## src/rtl/multiply_by_two_n.sv

```systemverilog
// Sequential unsigned shift-and-add multiplier: WIDTH x WIDTH -> 2*WIDTH product.
// Latency: accept edge is edge 0, out_valid rises after edge WIDTH; WIDTH+2 cycles per op back-to-back.
// Backpressure: in_ready low in CALC/DONE; product and out_valid held in DONE until out_ready.
//
// Ports:
//   clk        single clock, rising edge
//   rstN       synchronous active-low reset
//   in_valid   operand pair valid          in_ready  block can accept operands
//   a, b       WIDTH-bit unsigned operands
//   out_valid  product valid               out_ready consumer accepts product
//   product    2*WIDTH-bit unsigned a*b (qualified by out_valid, retained in IDLE)
//   busy       iteration in progress (state CALC)

module multiply_by_two_n #(
  parameter int WIDTH = 8
) (
  input  logic                 clk,
  input  logic                 rstN,
  input  logic                 in_valid,
  output logic                 in_ready,
  input  logic [WIDTH-1:0]     a,
  input  logic [WIDTH-1:0]     b,
  output logic                 out_valid,
  input  logic                 out_ready,
  output logic [2*WIDTH-1:0]   product,
  output logic                 busy
);

  localparam int PW = 2 * WIDTH;
  localparam int CW = $clog2(WIDTH) + 1;
  localparam logic [CW-1:0] LAST_COUNT = CW'(WIDTH - 1);

  typedef enum logic [1:0] {
    IDLE = 2'd0,
    CALC = 2'd1,
    DONE = 2'd2
  } state_t;

  state_t          state;
  logic [PW-1:0]   acc;
  logic [PW-1:0]   mcand;
  logic [WIDTH-1:0] mplier;
  logic [CW-1:0]   count;

  // Partial-product sum for the current CALC edge. The final iteration's value
  // is also the product, so it is loaded straight into the output register.
  logic [PW-1:0]   acc_next;

  always_comb begin
    acc_next = acc;
    if (mplier[0]) begin
      acc_next = acc + mcand;
    end
  end

  always_ff @(posedge clk) begin
    if (!rstN) begin
      state     <= IDLE;
      acc       <= '0;
      mcand     <= '0;
      mplier    <= '0;
      count     <= '0;
      product   <= '0;
      out_valid <= 1'b0;
    end else begin
      case (state)
        IDLE: begin
          if (in_valid) begin
            mcand  <= {{WIDTH{1'b0}}, a};
            mplier <= b;
            acc    <= '0;
            count  <= '0;
            state  <= CALC;
          end
        end

        CALC: begin
          // Fixed WIDTH iterations; zero operands are not short-circuited so
          // latency is independent of the data.
          acc    <= acc_next;
          mcand  <= mcand << 1;
          mplier <= mplier >> 1;
          count  <= count + 1'b1;
          if (count == LAST_COUNT) begin
            state     <= DONE;
            product   <= acc_next;
            out_valid <= 1'b1;
          end
        end

        DONE: begin
          if (out_ready) begin
            state     <= IDLE;
            out_valid <= 1'b0;
          end
        end

        default: begin
          state     <= IDLE;
          out_valid <= 1'b0;
        end
      endcase
    end
  end

  // Decoded from the state register only; held low while reset is asserted so
  // no operand pair can be taken on a reset edge.
  assign in_ready = rstN && (state == IDLE);
  assign busy     = (state == CALC);

endmodule

```

## config.mk

```make
export PLATFORM = sky130hd
export DESIGN_NAME = multiply_by_two_n
export DESIGN_NICKNAME = d
export VERILOG_FILES = /design/src/rtl/multiply_by_two_n.sv
export SDC_FILE = /design/constraint.sdc
export NUM_CORES = 1
export LEC_CHECK = 0
export CAP_MARGIN = 20
export CORE_MARGIN = 10
export CORE_UTILIZATION = 33
export DETAILED_ROUTE_END_ITERATION = 8
export DONT_BUFFER_PORTS = 1
export GPL_ROUTABILITY_DRIVEN = 0
export PLACE_DENSITY_LB_ADDON = 0.3
export SYNTH_ARGS = -nofsm -noshare
export SYNTH_HDL_FRONTEND = slang
export SYNTH_SLANG_ARGS = --single-unit
```

## constraint.sdc

```tcl
create_clock -name clk -period 2.72 [get_ports clk]
set_input_delay 0.136 -clock clk [delete_from_list [all_inputs] [get_ports clk]]
set_output_delay 0.136 -clock clk [all_outputs]
set_load 0.1 [all_outputs]
```

Word-level counts from Yosys, hierarchy flattened. Cells that the tools add are included.

Add/subtract/negate cells: 2. Multipliers: 0. Divide/modulo/power cells: 0. $lt $le $gt $ge: 0. Eq/ne operators: 6. Shifts and indexed selects: 0. Muxes and demuxes: 16. Bitwise operators: 1. Reductions and logical operators: 7.

Operators by type and width (count): $pmux W16 S2 (2); $mux W16 (3); $add A16 B16 Y16 (1); $pmux W8 S2 (1); $mux W8 (1); $pmux W4 S2 (1); $mux W2 (3); $pmux W2 S3 (1); $reduce_and A3 Y1 (2); $add A4 B1 Y4 const B (1); $eq A4 B3 Y1 const B (1); $mux W4 (1); $ne A2 B2 Y1 const B (2); $reduce_and A2 Y1 (2); $pmux W1 S3 (1); $eq A2 B1 Y1 const B (1); $eq A2 B2 Y1 const B (1); $logic_not A2 Y1 (1); $mux W1 (2); $ne A2 B1 Y1 const B (1); $reduce_bool A2 Y1 (1); $logic_and A1 B1 Y1 (1); $not A1 Y1 (1).

Bits in registers: 63. Latch bits: 0. Bits in writable memories: 0. ROM bits: 0. Bits of input ports: 20. Output and inout port bits: 19. Memories: 0.

Logic depth before layout (Yosys ltp). Gate-level depths: netlist of the first run.

Depth in word-level cells: 3. Gate-level depth with buffers: 8. Depth with buffers taken out: 8.

Worst setup path before layout of the first run. OpenSTA, ideal clock, no wires.

Kind: register to register. Start point: register state[0]. End point: register count[1]. Setup time: 69 ps. Arrival: 2014 ps. Slack: 637 ps. Stages on the path, launching flop included: 7. Path buffers: 2. Period minus slack after synthesis: 2083 ps. Cells stage by stage: dfxtp_1 > buf_2 > nand2b_1 > clkinv_1 > clkbuf_1 > a22oi_1 > nor2_1.

Word-level cells in the longest chain between the ends: 3. Elaborated cells on any way between the ends: 6. Classes of those cells: eq/ne: 2; mux: 1; reduce/logical: 3.

RTL lines: start, declared (RTL line 39) `state_t state;`; start signal, assigned (RTL line 58) `state <= IDLE;`; start signal, assigned (RTL line 73) `state <= CALC;`; start signal, assigned (RTL line 85) `state <= DONE;`; $eq A2 B1 Y1 *; net busy (RTL line 26) `output logic busy`; $reduce_bool A2 Y1 (no line); $reduce_and A2 Y1 (no line); end signal, assigned (RTL line 83) `count <= count + 1'b1;`; end, declared (RTL line 43) `logic [CW-1:0] count;`.

The timed path passes the listed nets; every way through them passes the cells marked *. A chain may end at the register's enable or synchronous reset.

Worst setup path after layout of the first run.
Start point: register mcand[0]. End point: register acc[10].

Word-level cells in the longest chain between the ends: 3.

RTL lines: start, declared (RTL line 41) `logic [PW-1:0] mcand;`; start signal, assigned (RTL line 69) `mcand <= {{WIDTH{1'b0}}, a};`; start signal, assigned (RTL line 81) `mcand <= mcand << 1;`; $add A16 B16 Y16 (RTL line 52) `acc_next = acc + mcand;`; $mux W16 (RTL line 51) `if (mplier[0]) begin`; $pmux W16 S2 (RTL line 66) `case (state)`; end signal, assigned (RTL line 80) `acc <= acc_next;`; end, declared (RTL line 40) `logic [PW-1:0] acc;`.

Every way passes these cells.

==> results of run 1 <==
-- cell usage in the layout (no fill, tap or decap), drive strengths merged, types with 2 or more instances in the layout --
cell / synthesis / final
a22oi: 11 / 11
o21ai: 26 / 26
nand4: 6 / 6
nand3: 9 / 9
xnor2: 9 / 9
a21o: 9 / 9
inv: 3 / 3
clkinv: 2 / 7
xor2: 4 / 4
mux2i: 7 / 7
a32oi: 3 / 3
nor2: 55 / 55
o221a: 14 / 14
o211ai: 4 / 4
nor2b: 15 / 15
a211oi: 13 / 13
nand2: 21 / 21
a32o: 5 / 5
and2: 4 / 4
a21oi: 40 / 40
buf: 9 / 28
nor3: 5 / 5
nand2b: 4 / 4
a41oi: 2 / 2
ha: 16 / 16
dfxtp: 63 / 63
clkbuf: 18 / 11
or2: 3 / 3
-- flip-flops by register name (all words and copies together), names as in the netlist --
signal / flops
state: 2
acc: 16
out_valid: 1
mplier: 8
count: 4
product: 16
mcand: 16
-- cell type report --
cell class              count  area share
clock buffers              11      0.0342
clock inverters             5     0.00651
inverters                   5     0.00488
multi-input cells         302       0.524
flip-flops and latches     63       0.328
well taps                 133      0.0433
repair buffers             29      0.0593
-- power by group --
part	switching [mW]	leakage, nW	total [mW]	internal (mW)
registers	0.0224	0.512	0.971	0.948
clock network	0.358	0.0866	0.681	0.323
logic	0.139	0.949	0.222	0.0837
-- worst register-to-register path: stages (launching register included) --
cell and delay, ns:
dfxtp_1 0.34, ha_1 0.23, fa_1 0.45, a21oi_1 0.20, o211a_1 0.17, nor2_1 0.08
o32ai_1 0.33, xor2_1 0.14, o41ai_1 0.29
-- logic make-up after synthesis --
group | Yosys count | synth area share
compound gates | 138 | 0.297
xor+xnor | 13 | 0.0335
fa+ha+maj | 17 | 0.0648
buf+inv | 32 | 0.0387
flops | 63 | 0.371
mux | 7 | 0.0206
simple gates | 127 | 0.174
-- worst paths after layout --
| check | from | to | slack [ns] | cells past startpoint |
|---|---|---|---|---|
| worst max register to register | mcand[0]$_SDFFE_PN0P_ | acc[10]$_SDFFE_PN0P_ | 0.38 | 8 |
| worst min register to register | out_valid$_SDFFE_PN0P_ | out_valid$_SDFFE_PN0P_ | 0.46 | 2 |
| worst max-delay path | mcand[0]$_SDFFE_PN0P_ | acc[10]$_SDFFE_PN0P_ | 0.38 | 8 |
| worst min-delay path | rstN | state[0]$_SDFFE_PN0P_ | 0.008 | 2 |
-- routing by layer --
layer | global-route usage | vias up
met5 | 0 | -
met3 | 0.0242 | 8
li1 | - | 1492
met4 | 0.0492 | 0
met1 | 0.161 | 1394
met2 | 0.194 | 67
-- timing repair --
action,CTS,global route
hold buffers,1,0
hold endpoints to repair,28,0
resized for setup,0,0
==> results.cfg, run 1 <==
[worst_setup_path]
setup.worst_path.end_class = register
critical_path.n_buffers_inverters = 0
cpPeakStageDelay_ns = 0.45
required_ns = 2.95
critical_path.top_delay_family = compound AO/OA/AOI/OAI gates
crit_slowest_cell = fa_1
critPathLaunchType = register
worstSetupPathType = reg -> reg
worstPathArrival_ns = 2.56
critical_path.cell_chain = ha_1, fa_1, a21oi_1, o211a_1, nor2_1, o32ai_1, xor2_1, o41ai_1
timing.critical_path.fanout_max = 4

[timing]
max_clock_freq_ghz = 0.428
max_slew.worst_pin.slew_ns = 0.728
grt_setup_unrepaired = false
worst_slew_margin_rel = 0.511
final-hold-violation-count = 0
final.setup_skew_ns = 0.00976
final-max-slew-violation-count = 0
timing.setup.tns_ns = 0
final_critical_path_setup_slack_ns = 0.382
layout_worst_path_cycle_share = 0.859
fin_worst_hold_slack_ns = 0.00800
fin_crit_ns = 2.34
setup_violations = 0

[synthesis]
yosysMostFrequentCell = dfxtp_1
avgSynthCellArea_um2 = 8.56
synthDistinctLibCells = 52
synth_top_area_share = 0.371
synth_top_cell_by_area = dfxtp_1
ys_dominant_reg_cell = dfxtp_1
synth_seq_cells = 63
synth_enable_flop_cells = 0
synth_async_sr_flop_share = 0
synth_top_cells_by_area = dfxtp_1, nor2_1, ha_1, a21oi_1, o221a_2
mappedNetlistArea_mm2 = 0.00340
synthesis.yosys.warnings = 0
syn-instance-count = 397
post_syn_nets = 434
yosysSeqAreaShare = 0.371
synth_commonest_cells = dfxtp_1, nor2_1, a21oi_1, nand2_1, o21ai_0

[detailed_routing]
post_drt_wl_per_cell_um = 16.4
total_met3_wirelength_after_detailed_routing_um = 493
met1Wirelength_mm = 4.23
post-route-drc-count = 0
first_pass_iters = 4
initial_drt_markers = 233
vias = 2961
met2WireLength_mm = 4.13
routed_wirelength_mm = 8.98
dr_vias_cell = 5.40
top_signal_layer_used = met4
postRouteAntennaNets = 0

[power_and_ir_drop]
power_leakage_nw = 1.55
power_density_mw_per_mm2 = 488
max-vdd-ir-drop_v = 0.000163
design_power_total_mw = 1.87

[run]
maxCapViolations = 0

[die]
start_util = 0.343
placementRows = 36
ios = 39
die-height_um = 121
die-width_um = 121
core_area_mm2 = 0.00991
fp.dieArea_mm2 = 0.0148

[place]
detailedPlacementHpwl_mm = 6.19
port_buffers = 0
dp_cells = 530
dpl-instance-area_mm2 = 0.00366
post_placement_setup_slack_ns = 0.454

[cells_and_area]
postLayoutCoreUtil = 0.388
areaGrowthSynthToFinish_pct = 13.1
multiInputGateArea_mm2 = 0.00201
postLayoutCellArea_mm2 = 0.00384
fin_nets = 447
final_layout_size_suffix_gt1_frac = 0.176
diodes = 0
non_filler_instance_count_after_layout = 548
num-fill-cells = 1003
register_area_mm2 = 0.00126

[clocking]
cts-root-to-sink-buffers = 2
cts_htree_levels = 3
clock_insertion_delay_worst_skew_ns = 0.34
cts.root.buffer_cell = clkbuf_8
cts.reportedPaths.clkPinSlew_ns = 0.07
cts_sinks = 63
tritoncts = built
cts_setup_buffers = 0
cts-buffers-inserted = 9

[grt]
gr-total-overflow = 0
grtUsageTotal = 0.123
grt_pass1_vias = 2845
antenna_violations_before_repair = 0
grt_max_degree = 31
grt_first_pass_wirelength_mm = 14.8

[status]
result_of_the_run = completed

[hold_path]
worst_hold_path_type = in -> reg
Note: power is estimated with default switching activity, not from simulation.
==> inputs of run 2 (changes only) <==
--- a/config.mk
+++ b/config.mk
@@ -7,11 +7,11 @@
 export LEC_CHECK = 0
 export CAP_MARGIN = 20
 export CORE_MARGIN = 10
-export CORE_UTILIZATION = 33
+export CORE_UTILIZATION = 45
 export DETAILED_ROUTE_END_ITERATION = 8
 export DONT_BUFFER_PORTS = 1
 export GPL_ROUTABILITY_DRIVEN = 0
-export PLACE_DENSITY_LB_ADDON = 0.3
+export PLACE_DENSITY = 0.65
 export SYNTH_ARGS = -nofsm -noshare
 export SYNTH_HDL_FRONTEND = slang
 export SYNTH_SLANG_ARGS = --single-unit
==> run 2 against run 1 <==
  * Global-route usage grew 3.3 points
  * Wire length is 2.7% lower
  * Clock power rose by 3%
  * Non-clock buffer count did not move
  * Register-to-register slack gained 0.07 ns
  * Final cell count fell by 6.4%
  * Clock-buffer cell count stayed put
  * Critical path depth stayed put
  * Sequential cell count did not move
  * Die area down 23%
  * First-iteration DRC count down 2.6%
  * Critical path type unchanged
  * Critical endpoint unchanged
==> results.cfg, run 2 (same netlist as run 1, synthesis figures left out) <==
[status]
result_of_the_run = completed

[worst_setup_path]
worstPathArrival_ns = 2.51
cpPeakStageDelay_ns = 0.44
required_ns = 2.96
worstSetupPathType = reg -> reg
setup.worst_path.end_class = register
crit_slowest_cell = fa_1
critical_path.cell_chain = ha_1, fa_1, a21oi_1, o211a_1, nor2_1, o32ai_1, xor2_1, o41ai_1
critPathLaunchType = register
timing.critical_path.fanout_max = 4

[grt]
grt_pass1_vias = 2878
antenna_violations_before_repair = 0
grtUsageTotal = 0.156
grt_max_degree = 37
grt_first_pass_wirelength_mm = 14.5
gr-total-overflow = 0

[timing]
timing.setup.tns_ns = 0
final.setup_skew_ns = 0.00868
final_critical_path_setup_slack_ns = 0.448
fin_crit_ns = 2.27
final-max-slew-violation-count = 0
max_clock_freq_ghz = 0.440
setup_violations = 0
layout_worst_path_cycle_share = 0.835
max_slew.worst_pin.slew_ns = 1.13
worst_slew_margin_rel = 0.245
grt_setup_unrepaired = false
final-hold-violation-count = 0

[cells_and_area]
top_regs = acc (16), mcand (16), product (16)
fin_nets = 447
final_layout_size_suffix_gt1_frac = 0.176
postLayoutCoreUtil = 0.521
most-common-layout-cells = dfxtp_1, nor2_1, a21oi_1, buf_4, nand2_1
diodes = 0
areaGrowthSynthToFinish_pct = 11.9
mostFrequentLayoutCell = dfxtp_1
non_filler_instance_count_after_layout = 513

[place]
dp_cells = 497
port_buffers = 0
post_placement_setup_slack_ns = 0.481
detailedPlacementHpwl_mm = 6.01

[power_and_ir_drop]
power_density_mw_per_mm2 = 498
power.clock.fraction = 0.370
power_switching_mw = 0.514
comb_power_share = 0.117
power_switching_share = 0.272
internal-power_mw = 1.38
pwr-share-seq = 0.513
max-vdd-ir-drop_v = 0.000175
power_leakage_nw = 1.54

[detailed_routing]
routed_wirelength_mm = 8.73
postRouteAntennaNets = 0
vias = 2981
dr_vias_cell = 5.81
initial_drt_markers = 227
first_pass_iters = 5
post_drt_wl_per_cell_um = 17.0
post-route-drc-count = 0

[die]
core_area_mm2 = 0.00729
start_util = 0.466
placementRows = 31
fp.dieArea_mm2 = 0.0114
die-width_um = 107
ios = 39
die-height_um = 107

[clocking]
cts-root-to-sink-buffers = 2
tritoncts = built
clock_insertion_delay_worst_skew_ns = 0.34
cts-buffers-inserted = 9
cts.reportedPaths.clkPinSlew_ns = 0.07
cts.repair.resized = 0
cts_htree_levels = 3
cts_sinks = 63
cts.root.buffer_cell = clkbuf_8

[hold_path]
worst_hold_path_type = in -> reg

[run]
maxCapViolations = 0
## run 2: area by class of cell
cell class                      count  area [µm²]
Sequential cell                    63        1260
Timing Repair Buffer               29         220
Clock buffer                       11         141
Multi-Input combinational cell    302        2010
Inverter                            5        18.8
Tap cell                           99         124
Clock inverter                      4        22.5
Fill cell                         711        3490
## run 2: metrics by stage
stage	power (mW)	hold slack (ns)	instance area, µm²
after floorplan	1.16	0.296	3400
after global placement	1.20	0.266	3630
after detailed placement	1.20	0.277	3630
after CTS	1.90	0.000451	3800
after global routing	1.98	0.00646	3800
final	1.89	0.00531	3800
## run 2: critical path: cells and delay by family, from the launching register on
family / cells / cell delay, ns
AO/OA/AOI/OAI: 4 / 0.93
adder cells (fa/ha/maj): 2 / 0.67
flip-flops: 1 / 0.34
XOR/XNOR: 1 / 0.15
AND/OR/NAND/NOR: 1 / 0.09
## run 2: repair_timing
action	4_1_cts	5_1_grt
setup buffers	0	0
hold endpoints to repair	28	0
hold buffers	1	0
## run 2: metal layers
| layer | share of wire | global-route usage | vias to the layer above |
|---|---|---|---|
| met4 | 0.013 | 0.0503 | 0 |
| met5 | 0 | 0 | - |
| met3 | 0.070 | 0.0413 | 9 |
| met2 | 0.44 | 0.241 | 90 |
| li1 | - | - | 1488 |
| met1 | 0.48 | 0.205 | 1394 |
## run 2: path summary, 6_finish.rpt
kind | to | depth (start not counted) | slack [ns] | from
hold reg to reg | mplier[7]$_SDFFE_PN0P_ | 2 | 0.50 | mplier[7]$_SDFFE_PN0P_
setup / recovery | acc[10]$_SDFFE_PN0P_ | 8 | 0.45 | mcand[0]$_SDFFE_PN0P_
setup reg to reg | acc[10]$_SDFFE_PN0P_ | 8 | 0.45 | mcand[0]$_SDFFE_PN0P_
hold / removal | product[10]$_SDFFE_PN0P_ | 2 | 0.005 | rstN
## run 2: power groups by stage
| stage | Clock (mW) | Combinational (mW) | Sequential [mW] |
|---|---|---|---|
| finish | 0.700 | 0.222 | 0.970 |
| global route | 0.758 | 0.246 | 0.973 |
| CTS | 0.712 | 0.221 | 0.970 |
| detailed placement | 0 | 0.213 | 0.990 |
| global placement | 0 | 0.209 | 0.990 |
| floorplan | 0 | 0.178 | 0.983 |
